**src/rtl/uart_rx_fifo_pkg.sv**
```systemverilog
// rtl/uart_rx_fifo_pkg.sv - shared types and helpers for the UART receiver
package uart_rx_fifo_pkg;

    typedef enum logic [1:0] {
        PARITY_NONE,
        PARITY_EVEN,
        PARITY_ODD
    } parity_mode_e;

    typedef enum logic [2:0] {
        IDLE,
        START,
        DATA,
        PARITY,
        STOP
    } rx_state_e;

    // One FIFO entry: a received character with its own error flags.
    typedef struct packed {
        logic       frame_err;
        logic       parity_err;
        logic [7:0] data;
    } rx_entry_t;

    // System clocks per bit period.
    function automatic int sclk_period(input int freq_hz, input int baud);
        return freq_hz / baud;
    endfunction

endpackage

```
**src/rtl/uart_rx_fifo_if.sv**
```systemverilog
// rtl/uart_rx_fifo_if.sv - consumer-side port bundle of the UART receiver
interface uart_rx_fifo_if #(
    parameter int FifoDepth = 16
) ();
    // rx_data        head character, LSB-aligned
    // rx_parity_err  parity error flag of the head entry
    // rx_frame_err   framing error flag of the head entry
    // rx_valid       FIFO not empty
    // rx_ready       consumer pops the head when rx_valid && rx_ready
    // rx_count       current FIFO occupancy
    // overrun        sticky: a frame was dropped because the FIFO was full
    // overrun_clr    clears overrun
    logic [7:0]                   rx_data;
    logic                         rx_parity_err;
    logic                         rx_frame_err;
    logic                         rx_valid;
    logic                         rx_ready;
    logic [$clog2(FifoDepth):0]   rx_count;
    logic                         overrun;
    logic                         overrun_clr;

    modport master (
        output rx_data, rx_parity_err, rx_frame_err, rx_valid, rx_count, overrun,
        input  rx_ready, overrun_clr
    );

    modport slave (
        input  rx_data, rx_parity_err, rx_frame_err, rx_valid, rx_count, overrun,
        output rx_ready, overrun_clr
    );
endinterface

```
**src/rtl/uart_rx_fifo_sync_fifo.sv**
```systemverilog
// rtl/uart_rx_fifo_sync_fifo.sv - generic show-ahead synchronous FIFO
module uart_rx_fifo_sync_fifo #(
    parameter int Width = 8,
    parameter int Depth = 16
) (
    input  logic                     clk,        // system clock
    input  logic                     rst_n,      // synchronous active-low reset
    input  logic                     push,       // write request
    input  logic [Width-1:0]         push_data,  // write data
    input  logic                     pop,        // read request, ignored when empty
    output logic [Width-1:0]         pop_data,   // head entry, valid when !empty
    output logic                     full,       // count == Depth
    output logic                     empty,      // count == 0
    output logic [$clog2(Depth):0]   count       // occupancy
);
    localparam int PtrW   = $clog2(Depth);
    localparam int CountW = $clog2(Depth) + 1;

    logic [Width-1:0] mem [Depth];
    logic [PtrW-1:0]  wr_ptr;
    logic [PtrW-1:0]  rd_ptr;
    logic             do_push;
    logic             do_pop;

    assign empty    = (count == '0);
    assign full     = (count == CountW'(Depth));
    assign do_pop   = pop && !empty;
    // A push into a full FIFO is accepted only when the head leaves in the same cycle.
    assign do_push  = push && (!full || do_pop);
    assign pop_data = mem[rd_ptr];

    always_ff @(posedge clk) begin
        if (!rst_n) begin
            wr_ptr <= '0;
            rd_ptr <= '0;
            count  <= '0;
        end else begin
            if (do_push) wr_ptr <= wr_ptr + PtrW'(1);
            if (do_pop)  rd_ptr <= rd_ptr + PtrW'(1);
            case ({do_push, do_pop})
                2'b10:   count <= count + CountW'(1);
                2'b01:   count <= count - CountW'(1);
                default: count <= count;
            endcase
        end
    end

    always_ff @(posedge clk) begin
        if (do_push) mem[wr_ptr] <= push_data;
    end
endmodule

```
**src/rtl/uart_rx_fifo.sv**
```systemverilog
// rtl/uart_rx_fifo.sv - UART receiver with per-frame error flags and show-ahead FIFO
module uart_rx_fifo
    import uart_rx_fifo_pkg::*;
#(
    parameter int           ClockFreqHz = 10_000_000,
    parameter int           BaudRate    = 9600,
    parameter int           DataBits    = 8,
    parameter parity_mode_e ParityMode  = PARITY_NONE,
    parameter int           StopBits    = 1,
    parameter int           FifoDepth   = 16
) (
    input  logic           clk,     // system clock
    input  logic           rst_n,   // synchronous active-low reset
    input  logic           rx_sig,  // asynchronous serial line, idles high
    output logic           busy,    // receiver not in IDLE
    uart_rx_fifo_if.master rx_if    // consumer port: head entry, handshake, occupancy, overrun
);
    localparam int SClkPeriod = sclk_period(ClockFreqHz, BaudRate);
    localparam int CntW       = $clog2(SClkPeriod + 1);
    localparam int CountW     = $clog2(FifoDepth) + 1;

    localparam logic [CntW-1:0] HalfM1   = CntW'(SClkPeriod / 2 - 1);
    localparam logic [CntW-1:0] FullM1   = CntW'(SClkPeriod - 1);
    localparam logic [2:0]      LastData = 3'(DataBits - 1);
    localparam logic [2:0]      LastStop = 3'(StopBits - 1);

    logic              rx_meta;
    logic              rxs;
    logic              last_rxs;

    rx_state_e         state_q, state_d;
    logic [CntW-1:0]   clk_cnt_q, clk_cnt_d;
    logic [2:0]        bit_idx_q, bit_idx_d;
    logic [7:0]        shift_q, shift_d;
    logic              parity_err_q, parity_err_d;
    logic              frame_err_q, frame_err_d;
    logic              push;

    rx_entry_t         push_entry;
    rx_entry_t         head;
    logic              fifo_full;
    logic              fifo_empty;
    logic              pop;
    logic              drop;
    logic [CountW-1:0] fifo_count;
    logic              overrun_q;

    // Two-flop synchroniser; last_rxs lets IDLE react only to a falling edge,
    // so a held-low break line is not re-received as endless frames.
    always_ff @(posedge clk) begin
        if (!rst_n) begin
            rx_meta  <= 1'b1;
            rxs      <= 1'b1;
            last_rxs <= 1'b1;
        end else begin
            rx_meta  <= rx_sig;
            rxs      <= rx_meta;
            last_rxs <= rxs;
        end
    end

    always_ff @(posedge clk) begin
        if (!rst_n) begin
            state_q      <= IDLE;
            clk_cnt_q    <= '0;
            bit_idx_q    <= '0;
            shift_q      <= '0;
            parity_err_q <= 1'b0;
            frame_err_q  <= 1'b0;
        end else begin
            state_q      <= state_d;
            clk_cnt_q    <= clk_cnt_d;
            bit_idx_q    <= bit_idx_d;
            shift_q      <= shift_d;
            parity_err_q <= parity_err_d;
            frame_err_q  <= frame_err_d;
        end
    end

    always_comb begin
        state_d      = state_q;
        clk_cnt_d    = clk_cnt_q;
        bit_idx_d    = bit_idx_q;
        shift_d      = shift_q;
        parity_err_d = parity_err_q;
        frame_err_d  = frame_err_q;
        push         = 1'b0;

        case (state_q)
            IDLE: begin
                if (last_rxs && !rxs) begin
                    state_d   = START;
                    clk_cnt_d = '0;
                end
            end

            // Half a bit in, the start bit must still be low; otherwise it was a glitch.
            START: begin
                if (clk_cnt_q == HalfM1) begin
                    clk_cnt_d = '0;
                    if (rxs) begin
                        state_d = IDLE;
                    end else begin
                        state_d      = DATA;
                        bit_idx_d    = '0;
                        shift_d      = '0;
                        parity_err_d = 1'b0;
                        frame_err_d  = 1'b0;
                    end
                end else begin
                    clk_cnt_d = clk_cnt_q + CntW'(1);
                end
            end

            // Samples land mid-bit because the count restarted at the start-bit middle.
            DATA: begin
                if (clk_cnt_q == FullM1) begin
                    clk_cnt_d          = '0;
                    shift_d[bit_idx_q] = rxs;
                    if (bit_idx_q == LastData) begin
                        bit_idx_d = '0;
                        state_d   = (ParityMode == PARITY_NONE) ? STOP : PARITY;
                    end else begin
                        bit_idx_d = bit_idx_q + 3'd1;
                    end
                end else begin
                    clk_cnt_d = clk_cnt_q + CntW'(1);
                end
            end

            // Unused upper shift bits are zero, so they do not disturb the reduction.
            PARITY: begin
                if (clk_cnt_q == FullM1) begin
                    clk_cnt_d = '0;
                    bit_idx_d = '0;
                    state_d   = STOP;
                    if (ParityMode == PARITY_ODD) parity_err_d = ~^{shift_q, rxs};
                    else                          parity_err_d = ^{shift_q, rxs};
                end else begin
                    clk_cnt_d = clk_cnt_q + CntW'(1);
                end
            end

            // The frame is pushed at the last stop mid-sample so the next start
            // edge can be caught during the second half of that stop bit.
            STOP: begin
                if (clk_cnt_q == FullM1) begin
                    clk_cnt_d = '0;
                    if (!rxs) frame_err_d = 1'b1;
                    if (bit_idx_q == LastStop) begin
                        push    = 1'b1;
                        state_d = IDLE;
                    end else begin
                        bit_idx_d = bit_idx_q + 3'd1;
                    end
                end else begin
                    clk_cnt_d = clk_cnt_q + CntW'(1);
                end
            end

            default: state_d = IDLE;
        endcase
    end

    assign push_entry = '{frame_err: frame_err_d, parity_err: parity_err_q, data: shift_q};

    assign pop  = !fifo_empty && rx_if.rx_ready;
    assign drop = push && fifo_full && !pop;

    uart_rx_fifo_sync_fifo #(
        .Width ($bits(rx_entry_t)),
        .Depth (FifoDepth)
    ) u_fifo (
        .clk       (clk),
        .rst_n     (rst_n),
        .push      (push),
        .push_data (push_entry),
        .pop       (pop),
        .pop_data  (head),
        .full      (fifo_full),
        .empty     (fifo_empty),
        .count     (fifo_count)
    );

    // A drop in the same cycle as a clear leaves the flag set.
    always_ff @(posedge clk) begin
        if (!rst_n)                 overrun_q <= 1'b0;
        else if (drop)              overrun_q <= 1'b1;
        else if (rx_if.overrun_clr) overrun_q <= 1'b0;
    end

    // Head fields are masked while empty so stale storage never reaches the consumer.
    assign rx_if.rx_valid      = !fifo_empty;
    assign rx_if.rx_data       = fifo_empty ? 8'h00 : head.data;
    assign rx_if.rx_parity_err = !fifo_empty && head.parity_err;
    assign rx_if.rx_frame_err  = !fifo_empty && head.frame_err;
    assign rx_if.rx_count      = fifo_count;
    assign rx_if.overrun       = overrun_q;
    assign busy                = (state_q != IDLE);
endmodule

```
**src/flat_wrapper.sv**
```systemverilog
// flat-port wrapper written by rule: the top's interface ports become plain ports
module uart_rx_fifo_flat import uart_rx_fifo_pkg::*;
#(
    parameter int           ClockFreqHz = 10_000_000,
    parameter int           BaudRate    = 9600,
    parameter int           DataBits    = 8,
    parameter parity_mode_e ParityMode  = PARITY_NONE,
    parameter int           StopBits    = 1,
    parameter int           FifoDepth   = 16
)
  (clk, rst_n, rx_sig, busy, rx_if_rx_data, rx_if_rx_parity_err, rx_if_rx_frame_err, rx_if_rx_valid, rx_if_rx_count, rx_if_overrun, rx_if_rx_ready, rx_if_overrun_clr);
  uart_rx_fifo_if #(.FifoDepth(FifoDepth)) rx_if_i ();
  input  logic clk;
  input  logic rst_n;
  input  logic rx_sig;
  output logic busy;
  output wire logic [$bits(rx_if_i.rx_data)-1:0] rx_if_rx_data;
  output wire logic [$bits(rx_if_i.rx_parity_err)-1:0] rx_if_rx_parity_err;
  output wire logic [$bits(rx_if_i.rx_frame_err)-1:0] rx_if_rx_frame_err;
  output wire logic [$bits(rx_if_i.rx_valid)-1:0] rx_if_rx_valid;
  output wire logic [$bits(rx_if_i.rx_count)-1:0] rx_if_rx_count;
  output wire logic [$bits(rx_if_i.overrun)-1:0] rx_if_overrun;
  input wire logic [$bits(rx_if_i.rx_ready)-1:0] rx_if_rx_ready;
  input wire logic [$bits(rx_if_i.overrun_clr)-1:0] rx_if_overrun_clr;
  assign rx_if_rx_data = rx_if_i.rx_data;
  assign rx_if_rx_parity_err = rx_if_i.rx_parity_err;
  assign rx_if_rx_frame_err = rx_if_i.rx_frame_err;
  assign rx_if_rx_valid = rx_if_i.rx_valid;
  assign rx_if_rx_count = rx_if_i.rx_count;
  assign rx_if_overrun = rx_if_i.overrun;
  assign rx_if_i.rx_ready = rx_if_rx_ready;
  assign rx_if_i.overrun_clr = rx_if_overrun_clr;
  uart_rx_fifo #(.ClockFreqHz(ClockFreqHz), .BaudRate(BaudRate), .DataBits(DataBits), .ParityMode(ParityMode), .StopBits(StopBits), .FifoDepth(FifoDepth)) u_core (.clk(clk), .rst_n(rst_n), .rx_sig(rx_sig), .busy(busy), .rx_if(rx_if_i));
endmodule
```
**config.mk**
```make
export PLATFORM = sky130hd
export DESIGN_NAME = uart_rx_fifo_flat
export DESIGN_NICKNAME = d
export VERILOG_FILES = /design/src/rtl/uart_rx_fifo_pkg.sv /design/src/rtl/uart_rx_fifo_if.sv /design/src/rtl/uart_rx_fifo_sync_fifo.sv /design/src/rtl/uart_rx_fifo.sv /design/src/flat_wrapper.sv
export SDC_FILE = /design/constraint.sdc
export NUM_CORES = 1
export LEC_CHECK = 0
export ABC_AREA = 1
export BUFFER_PORTS_ARGS = -buffer_cell sky130_fd_sc_hd__buf_4
export CAP_MARGIN = 10
export CORE_MARGIN = 4
export CORE_UTILIZATION = 65
export DETAILED_ROUTE_END_ITERATION = 12
export GPL_TIMING_DRIVEN = 0
export PLACE_DENSITY_LB_ADDON = 0.15
export SYNTH_ARGS = -nofsm -noshare
export SYNTH_HDL_FRONTEND = slang
export SYNTH_SLANG_ARGS = --single-unit
```
**constraint.sdc**
```tcl
create_clock -name clk -period 6.5 [get_ports clk]
set_clock_uncertainty 0.15 [all_clocks]
set_input_delay 0.325 -clock clk [delete_from_list [all_inputs] [get_ports clk]]
set_output_delay 0.325 -clock clk [all_outputs]
set_load 0.02 [all_outputs]
```
; ---- Yosys cells after proc, flatten, opt, wreduce, memory -nomap -nowiden
; Memory sizes are Yosys's and may differ from the RTL's. A register that Yosys moved wholly into a read port is not among the register bits.
; Index checks and enable logic that the tools add are counted.
[classes]
muxes = 48
magnitude_cmp = 2
addsub = 6
n_eq_ne = 19
div = 0
n_bitwise = 0
n_shift = 0
multipliers = 0
reduce_logical = 31
[op_table]
columns = op, count
row1 = 2-to-1 mux 3 bit, 14
row2 = 2-to-1 mux 11 bit, 3
row3 = one-hot mux 11 bit (3 select lines), 1
row4 = 2-to-1 mux 8 bit, 4
row5 = one-hot mux 8 bit (2 select lines), 1
row6 = 2-to-1 mux 1 bit, 15
row7 = one-hot mux 3 bit (5 select lines), 1
row8 = "!= test 2 x 1 -> 1 bit, second input constant", 7
row9 = AND reduction 7 bit, 2
row10 = one-hot mux 3 bit (4 select lines), 1
row11 = "adder 11 x 1 -> 11 bit, second input constant", 1
row12 = "== test 11 x 10 -> 1 bit, second input constant", 1
row13 = "== test 11 bit, second input constant", 1
row14 = one-hot mux 5 bit (2 select lines), 1
row15 = logical AND 1 bit, 9
row16 = XOR reduction 9 bit, 1
row17 = "adder 4 x 1 -> 4 bit, second input constant", 2
row18 = bitwise mux 8 bit, 1
row19 = 2-to-1 mux 4 bit, 2
row20 = AND reduction 4 bit, 2
row21 = nonzero test 2 bit, 4
row22 = "== test 3 x 2 -> 1 bit, second input constant", 2
row23 = "== test 3 bit, second input constant", 2
row24 = zero test 3 bit, 2
row25 = other kinds (20), 26
[word_totals]
register_bits = 44
inputBits = 5
output_inout_bits = 18
wordCells = 120
latchBits = 0
romBits = 0
n_memories = 1
mem_bits_rw = 160
[memory_table]
columns = name, depth, width, rd, rd_clocked_by_memory_dff, wr, line
row1 = u_core.u_fifo.mem, 16, 10, 1, 1, 1, uart_rx_fifo_sync_fifo.sv:19  ; logic [Width-1:0] mem [Depth];

; ---- Longest topological paths before layout
[depth]
depth_word = 8
depth_mapped = 18
ltp_nobuf = 18

; ---- Cells and area by module
; A second synthesis with hierarchy kept.
[unflattened]
hier_cells = 966
hier_area_um2 = 9527.9
[by_module_without_submodules]
columns = mod, area_per_inst_um2, cells_each, seq_area_each_um2, instances
row1 = uart_rx_fifo_sync_fifo, 7460.9, 637, 5144.9, 1
row2 = uart_rx_fifo, 2067.0, 329, 620.6, 1

; ---- Worst setup path after synthesis
; No wires, ideal clock.
[synth_path]
path_kind = register -> register
startpoint = register u_core.u_fifo.count[2]
endpoint = register u_core.u_fifo.count[4]
n_path_buf = 0
arrival_time_ns = 2.145
required_ns = 6.235
synth_period_minus_slack_ns = 2.410
slack_ns = 4.090
setup_ns = 0.115
stages_incl_launch_ff = 13
cell_sequence = dfxtp_1 -> nor2_1 -> nand3_1 -> nand2_1 -> inv_1 -> nand2_4 -> fa_1 -> o21ai_0 -> a21oi_1 -> nand2_1 -> nand2_1 -> a21oi_1 -> nor2_1
[synth_via]
elab_chain_len = 8
word_cells_on_any_way = 14
classes_between = 2 x add/sub / 3 x eq/ne / 1 x mux / 8 x reduce/logical
[synth_rtl]
columns = item, line
row1 = from (decl), uart_rx_fifo_sync_fifo.sv:14  ; output logic [$clog2(Depth):0] count
row2 = from (signal assigned), uart_rx_fifo_sync_fifo.sv:41  ; 2'b10: count <= count + CountW'(1);
row3 = from (signal assigned), uart_rx_fifo_sync_fifo.sv:42  ; 2'b01: count <= count - CountW'(1);
row4 = from (signal assigned), uart_rx_fifo_sync_fifo.sv:43  ; default: count <= count;
row5 = zero test 5 bit *, uart_rx_fifo_sync_fifo.sv:25  ; assign empty = (count == '0);
row6 = zero test 1 bit *, --
row7 = named net rx_if_rx_valid, flat_wrapper.sv:20  ; output wire logic [$bits(rx_if_i.rx_valid)-1:0] rx_if_rx_valid;
row8 = logical AND 1 bit, uart_rx_fifo.sv:167  ; assign pop = !fifo_empty && rx_if.rx_ready;
row9 = logical AND 1 bit *, uart_rx_fifo_sync_fifo.sv:27  ; assign do_pop = pop && !empty;
row10 = logical OR 1 bit, uart_rx_fifo_sync_fifo.sv:29  ; assign do_push = push && (!full || do_pop);
row11 = logical AND 1 bit, uart_rx_fifo_sync_fifo.sv:29
row12 = == test 2 x 1 -> 1 bit / == test 2 bit (equally long branches), uart_rx_fifo_sync_fifo.sv:40  ; case ({do_push, do_pop})
row13 = one-hot mux 5 bit (2 select lines) / nonzero test 2 bit (equally long branches), --
; Mark *: on every way through the listed nets, which the timed path passes. The rest lies on a longest branch.
; A chain may end at the register's enable or synchronous reset.

==> results.yml <==
run_status:
  status: "finished clean"
detailed_routing:
  vias: 7097
  wl_met1_mm: 8.538
  first_iter_violations: 738
  first_pass_iters: 6
  routed.top_layer: "met4"
  drc_errors: 0
  drtAntennaViolNets: 0
  wl_met3_mm: 1.997
  drt_wl_total_mm: 22.41
  viasPerCell: 5.851
  dr_wl_met2_mm: 10.98
  routedWlPerCell_um: 18.47
final_layout:
  diodes: 0
  fin_util: 0.7508
  nets: 1036
  syn2layout_area_growth_pct: 12.02
  drive_above_1_share: 0.09681
  fin_cells: 1213
  final_cell_area_um2: 10500
place:
  place_hpwl_mm: 14.66
  gp_routability_congestion: 0.9392
  place_inst: 1171
  place_area_um2: 9758
  io_buffers: 21
  post-place-ws_ns: 3.611
sta:
  period_needed_ns: 3.036
  fmax_mhz: 329.3
  setup_violations: 0
  slew_viol_final: 0
  setup-tns-final_ns: 0
  slew_headroom: 0.2907
  rsz0062_at_grt: "false"
  fin_ws_ns: 3.464
  worst_slew_pin_slew_ns: 1.060
  hold_viol_final: 0
  period_share: 0.4671
floorplan:
  die_h_um: 128.1
  die_x_um: 128.1
  core_um2: 13990
  die_area_um2: 16410
  io_pins: 23
  start_util: 0.6702
  rows: 43
pwr:
  switchingPower_mw: 1.461
  seqPwrFrac: 0.377
  swShare: 0.3547
  power.density_nw_per_um2: 392.1
  internal-power_mw: 2.657
  p_leak_nw: 4.139
  combPwrFrac: 0.317
  p_clk_frac: 0.305
  ir_drop_v: 0.0002364
run:
  drv_cap: 0
clock_network:
  cts_buffer_depth: 3
  clkSlewWorstSetupHoldPaths_ns: 0.06
  cts_max_level: 1
  clkSinkCount: 208
  cts_tree: "built"
  cts_setup_buffers: 0
  cts_buffers: 22
  clk_latency_ns: 0.50
  cts-root-buf: "clkbuf_16"
global_routing:
  overflow: 0
  grt_usage: 0.2801
  grt_max_degree: 20
  antenna_found_initial: 0
  grt_pass1_vias: 6884
  grt_first_pass_wirelength_mm: 35.96
synthesis:
  syn_inst: 970
  seq_area_frac_synth: 0.6150
  synth_nets: 989
  yosysTopAreaCell: "edfxtp_1"
  yosys_most_used_dff: "edfxtp_1"
  synth.ff_latch_count: 208
  synth_edf_count: 160
  yosys_warnings: 0
  synth_area_um2: 9375
  synth_cell_types: 39
  yosysMostFrequentCell: "nand2_1"
  synthArstFlopShare: 0
  yosys-top-cells-area: "edfxtp_1, dfxtp_1, nand2_1"
  synthTopCellsByCount: "nand2_1, edfxtp_1, nor2_1, inv_1, nand3_1"
  synth_top_area_frac: 0.5125
  postSynthAreaPerCell_um2: 9.665
setup_path:
  path_common_cell: "a21oi_1"
  cp_cell_sequence: "inv_1, buf_1, nand3_1, nand2_1, a21oi_1, o31ai_1, a21oi_1, buf_4"
  max_stage_delay_ns: 0.55
  critPathRequiredTime_ns: 6.02
  cp-end-kind: "primary output"
  startpoint_type: "flip-flop"
  criticalPathCategory: "reg -> out"
  worstPathArrival_ns: 2.56
  cpMaxStageDelayCell: "dfxtp_1"
  reg2regPathDepth: 10
  crit_fanout: 10
worst_hold_path:
  hold_depth: 3
  hold_class: "in -> reg"
[repair_timing]
item                                    in CTS  in global routing
resized for setup                            0                  0
endpoints found under the hold margin        2                  0
endpoints found under the setup margin       0                  0
hold buffers                                 2                  0
[logic make-up after synthesis]
| logic type | synth area share |
|---|---|
| flip-flops | 0.6150 |
| AO/OA/AOI/OAI | 0.08902 |
| buffers and inverters | 0.05485 |
| adder cells (fa/ha/maj) | 0.01949 |
| AND/OR/NAND/NOR | 0.2161 |
| XOR/XNOR | 0.005605 |
[path summary, 6_finish.rpt]
| check | startpoint | to | slack, ns |
|---|---|---|---|
| min reg2reg | u_core.rx_meta | u_core.rxs | 0.27 |
| max reg2reg | u_core.clk_cnt_q[0] | u_core.u_fifo.mem[12][7] | 3.56 |
| min | rst_n | u_core.u_fifo.count[1] | 0.1 |
| max | flip-flop | rx_if_rx_data[2] | 3.46 |
[through the flow]
stage | hold WS, ns | power (mW)
2_1_floorplan | 0.2425 | 2.424
3_3_place_gp | 0.2459 | 2.830
3_5_place_dp | 0.2557 | 2.862
4_1_cts | 0.1020 | 4.117
5_1_grt | 0.1663 | 4.330
6_report | 0.09673 | 4.118
[critical path, delay by kind of cell (launching register included)]
family                 cells  cell delay (ns)
DFF                        1             0.55
AOI/OAI and AO/OA          3             0.58
buffers and inverters      3             0.64
and+or+nand+nor            2             0.30
[final cells by class]
type,count,area [um^2]
timing repair buffer,23,177.7
buffer,39,176.4
fill,975,3486
tap,180,225.2
clock inverter,11,126.4
multi-input combinational,633,3095
sequential,208,5766
inverter,90,337.8
clock buffer,29,598.1
[power by group through the flow]
stage	Sequential [mW]	Combinational, mW	Clock, mW
floorplan	1.57	0.856	0
global placement	1.58	1.25	0
detailed placement	1.58	1.28	0
CTS	1.55	1.30	1.26
global route	1.56	1.44	1.33
finish	1.55	1.31	1.26
[metal layers]
| layer | up-vias | global-route usage |
|---|---|---|
| met4 | 0 | 0.1055 |
| li1 | 3403 | - |
| met1 | 3273 | 0.3689 |
| met3 | 71 | 0.04250 |
| met2 | 350 | 0.4729 |
| met5 | - | 0 |
[sequential cells by signal (all words and copies together), names as in the netlist, named ones only]
register	count
u_core.rxs	1
u_core.u_fifo.rd_ptr	4
u_core.state_q	3
u_core.u_fifo.wr_ptr	4
u_core.shift_q	8
u_core.bit_idx_q	3
u_core.rx_if.overrun	1
u_core.u_fifo.count	5
u_core.parity_err_q	1
u_core.u_fifo.mem	160
u_core.rx_meta	1
u_core.frame_err_q	1
u_core.last_rxs	1
u_core.clk_cnt_q	11
[cell usage in the layout, fill, tap and decap left out, drive strengths merged, types with 10 or more instances in the layout]
master,netlist,routed
inv,87,88
o31ai,10,10
dfxtp,48,48
o21ai,61,61
o221ai,10,10
edfxtp,160,160
a21oi,46,46
buf,17,38
nor2,152,152
o211ai,13,13
nand2,214,214
ha,13,13
nand4,14,14
clkbuf,22,51
nand3,74,74
clkinv,3,10
nor3,13,13
(Power assumes the default switching activity.)
